==> src/rtl/alu_nzcv_pkg.sv <==
// alu_nzcv_pkg: shared opcode/state enums and NZCV flag bit indices
// for the sequential NZCV ALU (alu_nzcv_seq) and its datapath helper.
package alu_nzcv_pkg;

    typedef enum logic [2:0] {
        OP_ADD = 3'b000,
        OP_SUB = 3'b001,
        OP_AND = 3'b010,
        OP_OR  = 3'b011,
        OP_ADC = 3'b100,
        OP_SBC = 3'b101,
        OP_SHL = 3'b110,
        OP_LSR = 3'b111
    } alu_op_e;

    typedef enum logic [1:0] {
        IDLE  = 2'd0,
        SHIFT = 2'd1,
        DONE  = 2'd2
    } seq_state_e;

    localparam int FLAG_N = 3;
    localparam int FLAG_Z = 2;
    localparam int FLAG_C = 1;
    localparam int FLAG_V = 0;

    function automatic logic [3:0] pack_nzcv(
        input logic n,
        input logic z,
        input logic c,
        input logic v
    );
        return {n, z, c, v};
    endfunction

endpackage

==> src/rtl/alu_nzcv_ext.sv <==
// alu_nzcv_ext: combinational WIDTH-bit ADD/SUB/AND/OR/ADC/SBC with NZCV.
// Ports: i_op opcode, i_a/i_b operands, i_cin carry-in (flags.C),
//        o_res result, o_nzcv {N,Z,C,V}. Opcodes 110/111 pass i_a through.
module alu_nzcv_ext
    import alu_nzcv_pkg::*;
#(
    parameter int WIDTH = 4
) (
    input  logic [2:0]       i_op,
    input  logic [WIDTH-1:0] i_a,
    input  logic [WIDTH-1:0] i_b,
    input  logic             i_cin,
    output logic [WIDTH-1:0] o_res,
    output logic [3:0]       o_nzcv
);

    logic [WIDTH:0]   w_sum;
    logic [WIDTH-1:0] w_res;
    logic             w_c;
    logic             w_v;
    logic             w_sa;
    logic             w_sb;
    logic             w_sr;

    assign w_sa = i_a[WIDTH-1];
    assign w_sb = i_b[WIDTH-1];
    assign w_sr = w_res[WIDTH-1];

    always_comb begin
        w_sum = '0;
        w_res = i_a;
        w_c   = 1'b0;
        w_v   = 1'b0;
        unique case (alu_op_e'(i_op))
            OP_ADD, OP_ADC: begin
                w_sum = {1'b0, i_a} + {1'b0, i_b}
                      + ((WIDTH+1)'(i_op[2] & i_cin));
                w_res = w_sum[WIDTH-1:0];
                w_c   = w_sum[WIDTH];
                w_v   = (w_sa == w_sb)
                      && (w_sum[WIDTH-1] != w_sa);
            end
            OP_SUB, OP_SBC: begin
                // SUB is SBC with the carry forced to 1 (no borrow in).
                w_sum = {1'b0, i_a} + {1'b0, ~i_b}
                      + ((WIDTH+1)'(i_op[2] ? i_cin : 1'b1));
                w_res = w_sum[WIDTH-1:0];
                w_c   = w_sum[WIDTH];
                w_v   = (w_sa != w_sb)
                      && (w_sum[WIDTH-1] != w_sa);
            end
            OP_AND: w_res = i_a & i_b;
            OP_OR:  w_res = i_a | i_b;
            default: w_res = i_a;
        endcase
    end

    assign o_res  = w_res;
    assign o_nzcv = pack_nzcv(w_sr, (w_res == '0), w_c, w_v);

endmodule

==> src/rtl/alu_nzcv_seq.sv <==
// alu_nzcv_seq: registered, valid/ready handshaked NZCV ALU, one op in flight.
// Ports: clk, rst_n (async low); in_valid/in_ready, in_op, in_a, in_b,
//        in_flag_we; out_valid/out_ready, out_res, out_nzcv; flags (NZCV reg).
// Define ALU_NZCV_SEQ_SHIFT_EN for multi-cycle SHL/LSR (1 bit per cycle);
// otherwise opcodes 110/111 return operand A with C=V=0 in one cycle.
module alu_nzcv_seq
    import alu_nzcv_pkg::*;
#(
    parameter int WIDTH   = 4,
    parameter int SHAMT_W = $clog2(WIDTH)
) (
    input  logic             clk,
    input  logic             rst_n,
    input  logic             in_valid,
    output logic             in_ready,
    input  logic [2:0]       in_op,
    input  logic [WIDTH-1:0] in_a,
    input  logic [WIDTH-1:0] in_b,
    input  logic             in_flag_we,
    output logic             out_valid,
    input  logic             out_ready,
    output logic [WIDTH-1:0] out_res,
    output logic [3:0]       out_nzcv,
    output logic [3:0]       flags
);

    seq_state_e       r_state;
    logic             r_valid;
    logic [WIDTH-1:0] r_res;
    logic [3:0]       r_nzcv;
    logic [3:0]       r_flags;

    logic [WIDTH-1:0] w_ext_res;
    logic [3:0]       w_ext_nzcv;
    logic             w_accept;

    alu_nzcv_ext #(
        .WIDTH (WIDTH)
    ) u_ext (
        .i_op   (in_op),
        .i_a    (in_a),
        .i_b    (in_b),
        .i_cin  (r_flags[FLAG_C]),
        .o_res  (w_ext_res),
        .o_nzcv (w_ext_nzcv)
    );

    assign in_ready = (r_state == IDLE) && (!r_valid || out_ready);
    assign w_accept = in_valid && in_ready;

    assign out_valid = r_valid;
    assign out_res   = r_res;
    assign out_nzcv  = r_nzcv;
    assign flags     = r_flags;

`ifdef ALU_NZCV_SEQ_SHIFT_EN

    logic [WIDTH-1:0]   r_sh;
    logic [SHAMT_W-1:0] r_cnt;
    logic               r_lsr;
    logic               r_c;
    logic               r_we;

    logic [SHAMT_W-1:0] w_amt;
    logic               w_is_shift;
    logic [WIDTH-1:0]   w_sh_next;
    logic               w_sh_out;
    logic [3:0]         w_sh_nzcv;

    assign w_amt      = in_b[SHAMT_W-1:0];
    assign w_is_shift = (alu_op_e'(in_op) == OP_SHL)
                     || (alu_op_e'(in_op) == OP_LSR);
    assign w_sh_next  = r_lsr ? (r_sh >> 1) : (r_sh << 1);
    assign w_sh_out   = r_lsr ? r_sh[0] : r_sh[WIDTH-1];
    // r_c holds the bit pushed out by the most recent shift step.
    assign w_sh_nzcv  = pack_nzcv(r_sh[WIDTH-1], (r_sh == '0), r_c, 1'b0);

    always_ff @(posedge clk or negedge rst_n) begin
        if (!rst_n) begin
            r_state <= IDLE;
            r_valid <= 1'b0;
            r_res   <= '0;
            r_nzcv  <= '0;
            r_flags <= '0;
            r_sh    <= '0;
            r_cnt   <= '0;
            r_lsr   <= 1'b0;
            r_c     <= 1'b0;
            r_we    <= 1'b0;
        end else begin
            if (out_ready) r_valid <= 1'b0;
            unique case (r_state)
                IDLE: begin
                    if (w_accept) begin
                        if (w_is_shift && (w_amt != '0)) begin
                            r_state <= SHIFT;
                            r_sh    <= in_a;
                            r_cnt   <= w_amt;
                            r_lsr   <= (alu_op_e'(in_op) == OP_LSR);
                            r_c     <= 1'b0;
                            r_we    <= in_flag_we;
                        end else begin
                            r_res   <= w_ext_res;
                            r_nzcv  <= w_ext_nzcv;
                            r_valid <= 1'b1;
                            if (in_flag_we) r_flags <= w_ext_nzcv;
                        end
                    end
                end
                SHIFT: begin
                    r_sh  <= w_sh_next;
                    r_c   <= w_sh_out;
                    r_cnt <= r_cnt - SHAMT_W'(1);
                    if (r_cnt == SHAMT_W'(1)) r_state <= DONE;
                end
                DONE: begin
                    r_res   <= r_sh;
                    r_nzcv  <= w_sh_nzcv;
                    r_valid <= 1'b1;
                    if (r_we) r_flags <= w_sh_nzcv;
                    r_state <= IDLE;
                end
                default: r_state <= IDLE;
            endcase
        end
    end

`else

    always_ff @(posedge clk or negedge rst_n) begin
        if (!rst_n) begin
            r_state <= IDLE;
            r_valid <= 1'b0;
            r_res   <= '0;
            r_nzcv  <= '0;
            r_flags <= '0;
        end else begin
            r_state <= IDLE;
            if (out_ready) r_valid <= 1'b0;
            if (w_accept) begin
                r_res   <= w_ext_res;
                r_nzcv  <= w_ext_nzcv;
                r_valid <= 1'b1;
                if (in_flag_we) r_flags <= w_ext_nzcv;
            end
        end
    end

`endif

endmodule

==> config.mk <==
export PLATFORM = sky130hd
export DESIGN_NAME = alu_nzcv_seq
export DESIGN_NICKNAME = d
export VERILOG_FILES = /design/src/rtl/alu_nzcv_pkg.sv /design/src/rtl/alu_nzcv_ext.sv /design/src/rtl/alu_nzcv_seq.sv
export SDC_FILE = /design/constraint.sdc
export NUM_CORES = 1
export LEC_CHECK = 0
export CORE_MARGIN = 4
export CORE_UTILIZATION = 51
export DETAILED_ROUTE_END_ITERATION = 10
export PLACE_DENSITY_LB_ADDON = 0.08
export REMOVE_ABC_BUFFERS = 1
export SETUP_SLACK_MARGIN = 0.2
export SLEW_MARGIN = 20
export SYNTH_ARGS = -nofsm -noshare
export SYNTH_HDL_FRONTEND = slang
export SYNTH_SLANG_ARGS = --single-unit
export TNS_END_PERCENT = 100
==> constraint.sdc <==
create_clock -name clk -period 6 [get_ports clk]
set_clock_uncertainty 0.15 [all_clocks]
set_input_delay 1.2 -clock clk [delete_from_list [all_inputs] [get_ports clk]]
set_output_delay 1.2 -clock clk [all_outputs]
set_load 0.05 [all_outputs]
# After elaboration in Yosys (flattened, before gate mapping)
# Cells that the tools add are included.
# W data, S select, Z words.
# word_totals
ff_bits	13
latch_bits	0
mem_bits_rw	0
rom_bits	0
input_bits	16
output_inout_bits	14
wordCells	38
mem_count	0
# classes
n_addsub	4
n_mul	0
n_div	0
magnitude_cmp	0
n_eq_ne	9
n_shift	0
muxes	6
bitwise_logic	4
n_reduce_logical	11
# op_table
operator	n
$pmux W4 S4	1
$add A4 B4 Y5	2
$add A5 B5 Y5	2
$eq A3 B2 Y1 const B	2
$eq A3 B3 Y1 const B	2
$and A4 B4 Y4	1
$logic_not A4 Y1	1
$not A4 Y4	1
$or A4 B4 Y4	1
$pmux W1 S2	2
$reduce_or A2 Y1	2
$eq A3 B1 Y1 const B	1
$logic_and A1 B1 Y1	3
$logic_not A3 Y1	1
$mux W1	3
$ne A1 B1 Y1	3
$reduce_and A2 Y1	1
$reduce_bool A2 Y1	1
$and A1 B1 Y1	1
$eq A1 B1 Y1	1
$logic_not A1 Y1	1
$logic_or A1 B1 Y1	1

# Longest topological paths before layout
# depth
ltp_word	6
mapped_depth	10
mapped_depth_nobuf	9

# Modules after synthesis
# A second synthesis with hierarchy kept.
# unflattened
cells_unflattened	113
area_unflattened_um2	1148.6
# by_module_without_submodules
mod	instances	cells_per_inst	area_per_inst_um2
alu_nzcv_ext	1	83	623.1
alu_nzcv_seq	1	30	525.5

# Worst setup path before layout
# Ideal clock, no wire load.
# synth_timing
path_kind	input-to-reg
startpoint	in in_op[2]
endpoint	reg r_flags[0], in the netlist flags[0]
setup_ns	0.067
arrival_time_ns	3.055
path_slack_ns	2.729
cell_stages	8
path_buffers	1
cell_sequence	clkbuf_1 -> nor2b_1 -> fa_1 -> o21bai_1 -> a21oi_1 -> or4b_2 -> nand4b_1 -> mux2_2
# synth_via
elab_chain_cells	5
# synth_lines
item	line_no	text
from (decl)	alu_nzcv_seq.sv:16	input logic [2:0] in_op,
$mux W1 / $and A1 B1 Y1 (equally long branches)	alu_nzcv_ext.sv:46, alu_nzcv_ext.sv:37	
$add A5 B5 Y5 (on tied branches)	alu_nzcv_ext.sv:46, alu_nzcv_ext.sv:37	
$ne A1 B1 Y1 (on tied branches)	alu_nzcv_ext.sv:50, alu_nzcv_ext.sv:41	
$logic_and A1 B1 Y1 (on tied branches)	alu_nzcv_ext.sv:50, alu_nzcv_ext.sv:41	
$pmux W1 S2 *	alu_nzcv_ext.sv:34	unique case (alu_op_e'(i_op))
to (signal assigned)	alu_nzcv_seq.sv:144	if (in_flag_we) r_flags <= w_ext_nzcv;
to (decl)	alu_nzcv_seq.sv:31	logic [3:0] r_flags;
# Every way passes the cells marked *; elsewhere a longest branch is shown, timed or not.
# A chain may end at the register's enable or synchronous reset.

# Worst setup path in the final report
# layout_timing
startpoint	in out_ready
endpoint	out in_ready
# layout_via
elab_chain_cells	1
# layout_lines
item	line_no	text
from (decl)	alu_nzcv_seq.sv:21	input logic out_ready,
$logic_or A1 B1 Y1	alu_nzcv_seq.sv:48	assign in_ready = (r_state == IDLE) && (!r_valid || out_ready);
to (decl)	alu_nzcv_seq.sv:15	output logic in_ready,
# No other way between the ends.

==> out/metrics.yaml <==
outcome:
  status: "completed"
power:
  seqPwrFrac: 0.324
  powerDensity_nw_per_um2: 223.1
  switching_power_mw: 0.1334
  switching_share: 0.4260
  power_frac_comb: 0.521
  power_mw: 0.3132
  clockPowerShare: 0.156
  p_leak_nw: 0.6276
  p_int_mw: 0.1798
  ir_drop_uv: 199.1
cells_and_area:
  area_growth_syn_to_layout_pct: 27.50
  drive_above_1_share: 0.09459
  nets: 179
  antenna_cells: 0
  register_area_um2: 300.3
  post-route-util: 0.7013
  stdcell_count: 175
  multiInputGateArea_um2: 704.4
  fillers: 154
synth:
  synthTopCellsByArea: "dfrtp_1, ha_1, fa_1, mux2_2, inv_1"
  ys.flop_type: "dfrtp_1"
  seq_area_frac_synth: 0.2727
  synth_edf_count: 0
  synth-seq-cells: 12
  synthCells: 123
  yosysMostFrequentCell: "inv_1"
  synth_top_area_share: 0.2727
  synth_warnings: 0
  async_reset_ff_frac: 1.000
  ys_types: 38
  synth_top_cell_by_area: "dfrtp_1"
  syn_area_per_cell_um2: 8.952
  syn-cell-area_um2: 1101
  synthTopCellsByCount: "inv_1, dfrtp_1, nand2_1, ha_1"
global_routing:
  grt_pass1_vias: 859
  globalRouteOverflowTotal: 0
  antenna_found_initial: 0
  grt_pass1_wl_um: 3808
  grt_max_degree: 20
  grtUsageTotal: 0.1770
setup_path:
  r2r_cells: 7
  rr_endpoint: "flags[0]"
  slowest_stage: "clkdlybuf4s50_1"
  cp_common_cell: "clkdlybuf4s50_1"
  critical_path_class: "in2out"
  crit_chain: "clkdlybuf4s50_1 -> nand2b_1 -> clkdlybuf4s50_1"
  arrival_ns: 2.64
  cp_max_fo: 4
  cp.required_ns: 4.65
  critPathMaxStageDelay_ns: 0.83
  worstReg2RegStart: "flags[1]"
  rrSetupSlack_ns: 3.58
  startpoint_type: "input pin"
  critPathCaptureType: "output pin"
routing:
  drc: 0
  vias: 965
  initialDrtViolationCount: 13
  drt-pass1-iter-count: 4
  wl_per_cell_um: 13.43
  viasPerCell: 5.514
  wirelength_um: 2350
  final_antenna_net_count: 0
floorplanning:
  start_util: 0.5500
  core_area_um2: 2002
  fp-row-count: 16
  fp.dieH_um: 54.47
  die_area_um2: 2966
  ios: 30
  die_x_um: 54.47
clock_tree:
  post_cts_buffers: 0
  cts_tree: "built"
  cts_made_buffers: 3
  clock_path_buffers: 2
  cts.sinks: 12
  hold_buffers: 0
  cts_root_buf: "clkbuf_4"
  insertion_delay_ns: 0.27
  post_cts_resized: 0
  htreeDepth: 1
  clkSlewWorstSetupHoldPaths_ns: 0.07
timing:
  final_hold_viol_count: 0
  slew_headroom: 0.5694
  min_period_over_period: 0.6645
  rsz0062_at_grt: "no"
  worst_pin_slew_ns: 0.6439
  setup-tns-final_ns: 0
  slew_viol_final: 0
  fmax_mhz: 250.8
  period_needed_ns: 3.987
  setup_viol: 0
place:
  portBuffers: 29
  place_hpwl_um: 1920
  gp_congestion: 0.8325
  dp.cells: 172
min_path:
  hold_class: "reg2reg"
  min_path_cells: 2
  hold_start: "out_res[1]"
  hold_end: "out_res[1]"
flow_run:
  cap_violations: 0
## stage by stage
step	setup WS, ns	instance area (µm²)	hold slack, ns
2_1_floorplan	2.900	1057	0.6078
6_report	2.013	1404	0.3350
5_1_grt	1.973	1404	0.3724
3_3_place_gp	2.036	1381	0.3136
3_5_place_dp	2.015	1381	0.3229
4_1_cts	2.001	1404	0.3383
## worst max-delay path by stage
stage / from / endpoint / slack, ns
after floorplan: in_op[2] / flags[0] / 2.90
after global placement: out_ready / in_ready / 2.04
after detailed placement: out_ready / in_ready / 2.02
after CTS: out_ready / in_ready / 2.00
after global routing: out_ready / in_ready / 1.97
final: out_ready / in_ready / 2.01
## registers in the layout (all words and copies together), names as in the netlist
name / count
flags: 4
out_res: 4
out_nzcv: 3
out_valid: 1
## area by class of cell
type                    instances  share of cell area
clock buffers                   3             0.01604
repair buffers                 29              0.2068
well taps                      27             0.02406
inverters                      14             0.03743
multi-input cells              90              0.5018
flip-flops and latches         12              0.2139
## worst max-delay path: cells and delay by family
family	cells	cell delay [ns]
buf+inv	2	1.28
simple gates	1	0.16
## routing by layer
layer,GRT usage,routed length (µm),up-vias
met5,0,0,-
met4,0.02905,23,0
met3,0.04905,147,2
met2,0.2610,1111,31
met1,0.2602,1067,455
li1,-,-,477
## power groups by stage
stage | clock, mW | sequential [mW] | combinational (mW)
final | 0.0488 | 0.101 | 0.163
after global routing | 0.0529 | 0.103 | 0.176
after CTS | 0.0494 | 0.101 | 0.164
after detailed placement | 0 | 0.103 | 0.163
after global placement | 0 | 0.102 | 0.161
after floorplan | 0 | 0.153 | 0.0530
## cells in the final DEF, fill, tap and decap left out, types with 2 or more instances in the layout
cell              n
inv_1            14
o31ai_1           3
ha_1              9
o221ai_1          2
nand4_1           2
mux2_2            7
nand2_1          12
dfrtp_1          12
a21oi_1           8
nand3_1           3
mux2i_1           2
nor2_1            2
fa_1              4
o21ai_0           6
nor2b_1           3
nand2b_1          8
clkbuf_4          3
clkdlybuf4s50_1  29
o21bai_1          2
## kinds of logic after synthesis
logic type,count (synthesis),synth area share
buffers and inverters,21,0.08750
AOI/OAI and AO/OA,28,0.1625
adders and majority gates,13,0.1750
xor gates and xnor gates,1,0.007956
DFF,12,0.2727
and+or+nand+nor,39,0.2045
muxes,9,0.08978
Power figures use the tool's default switching activity.
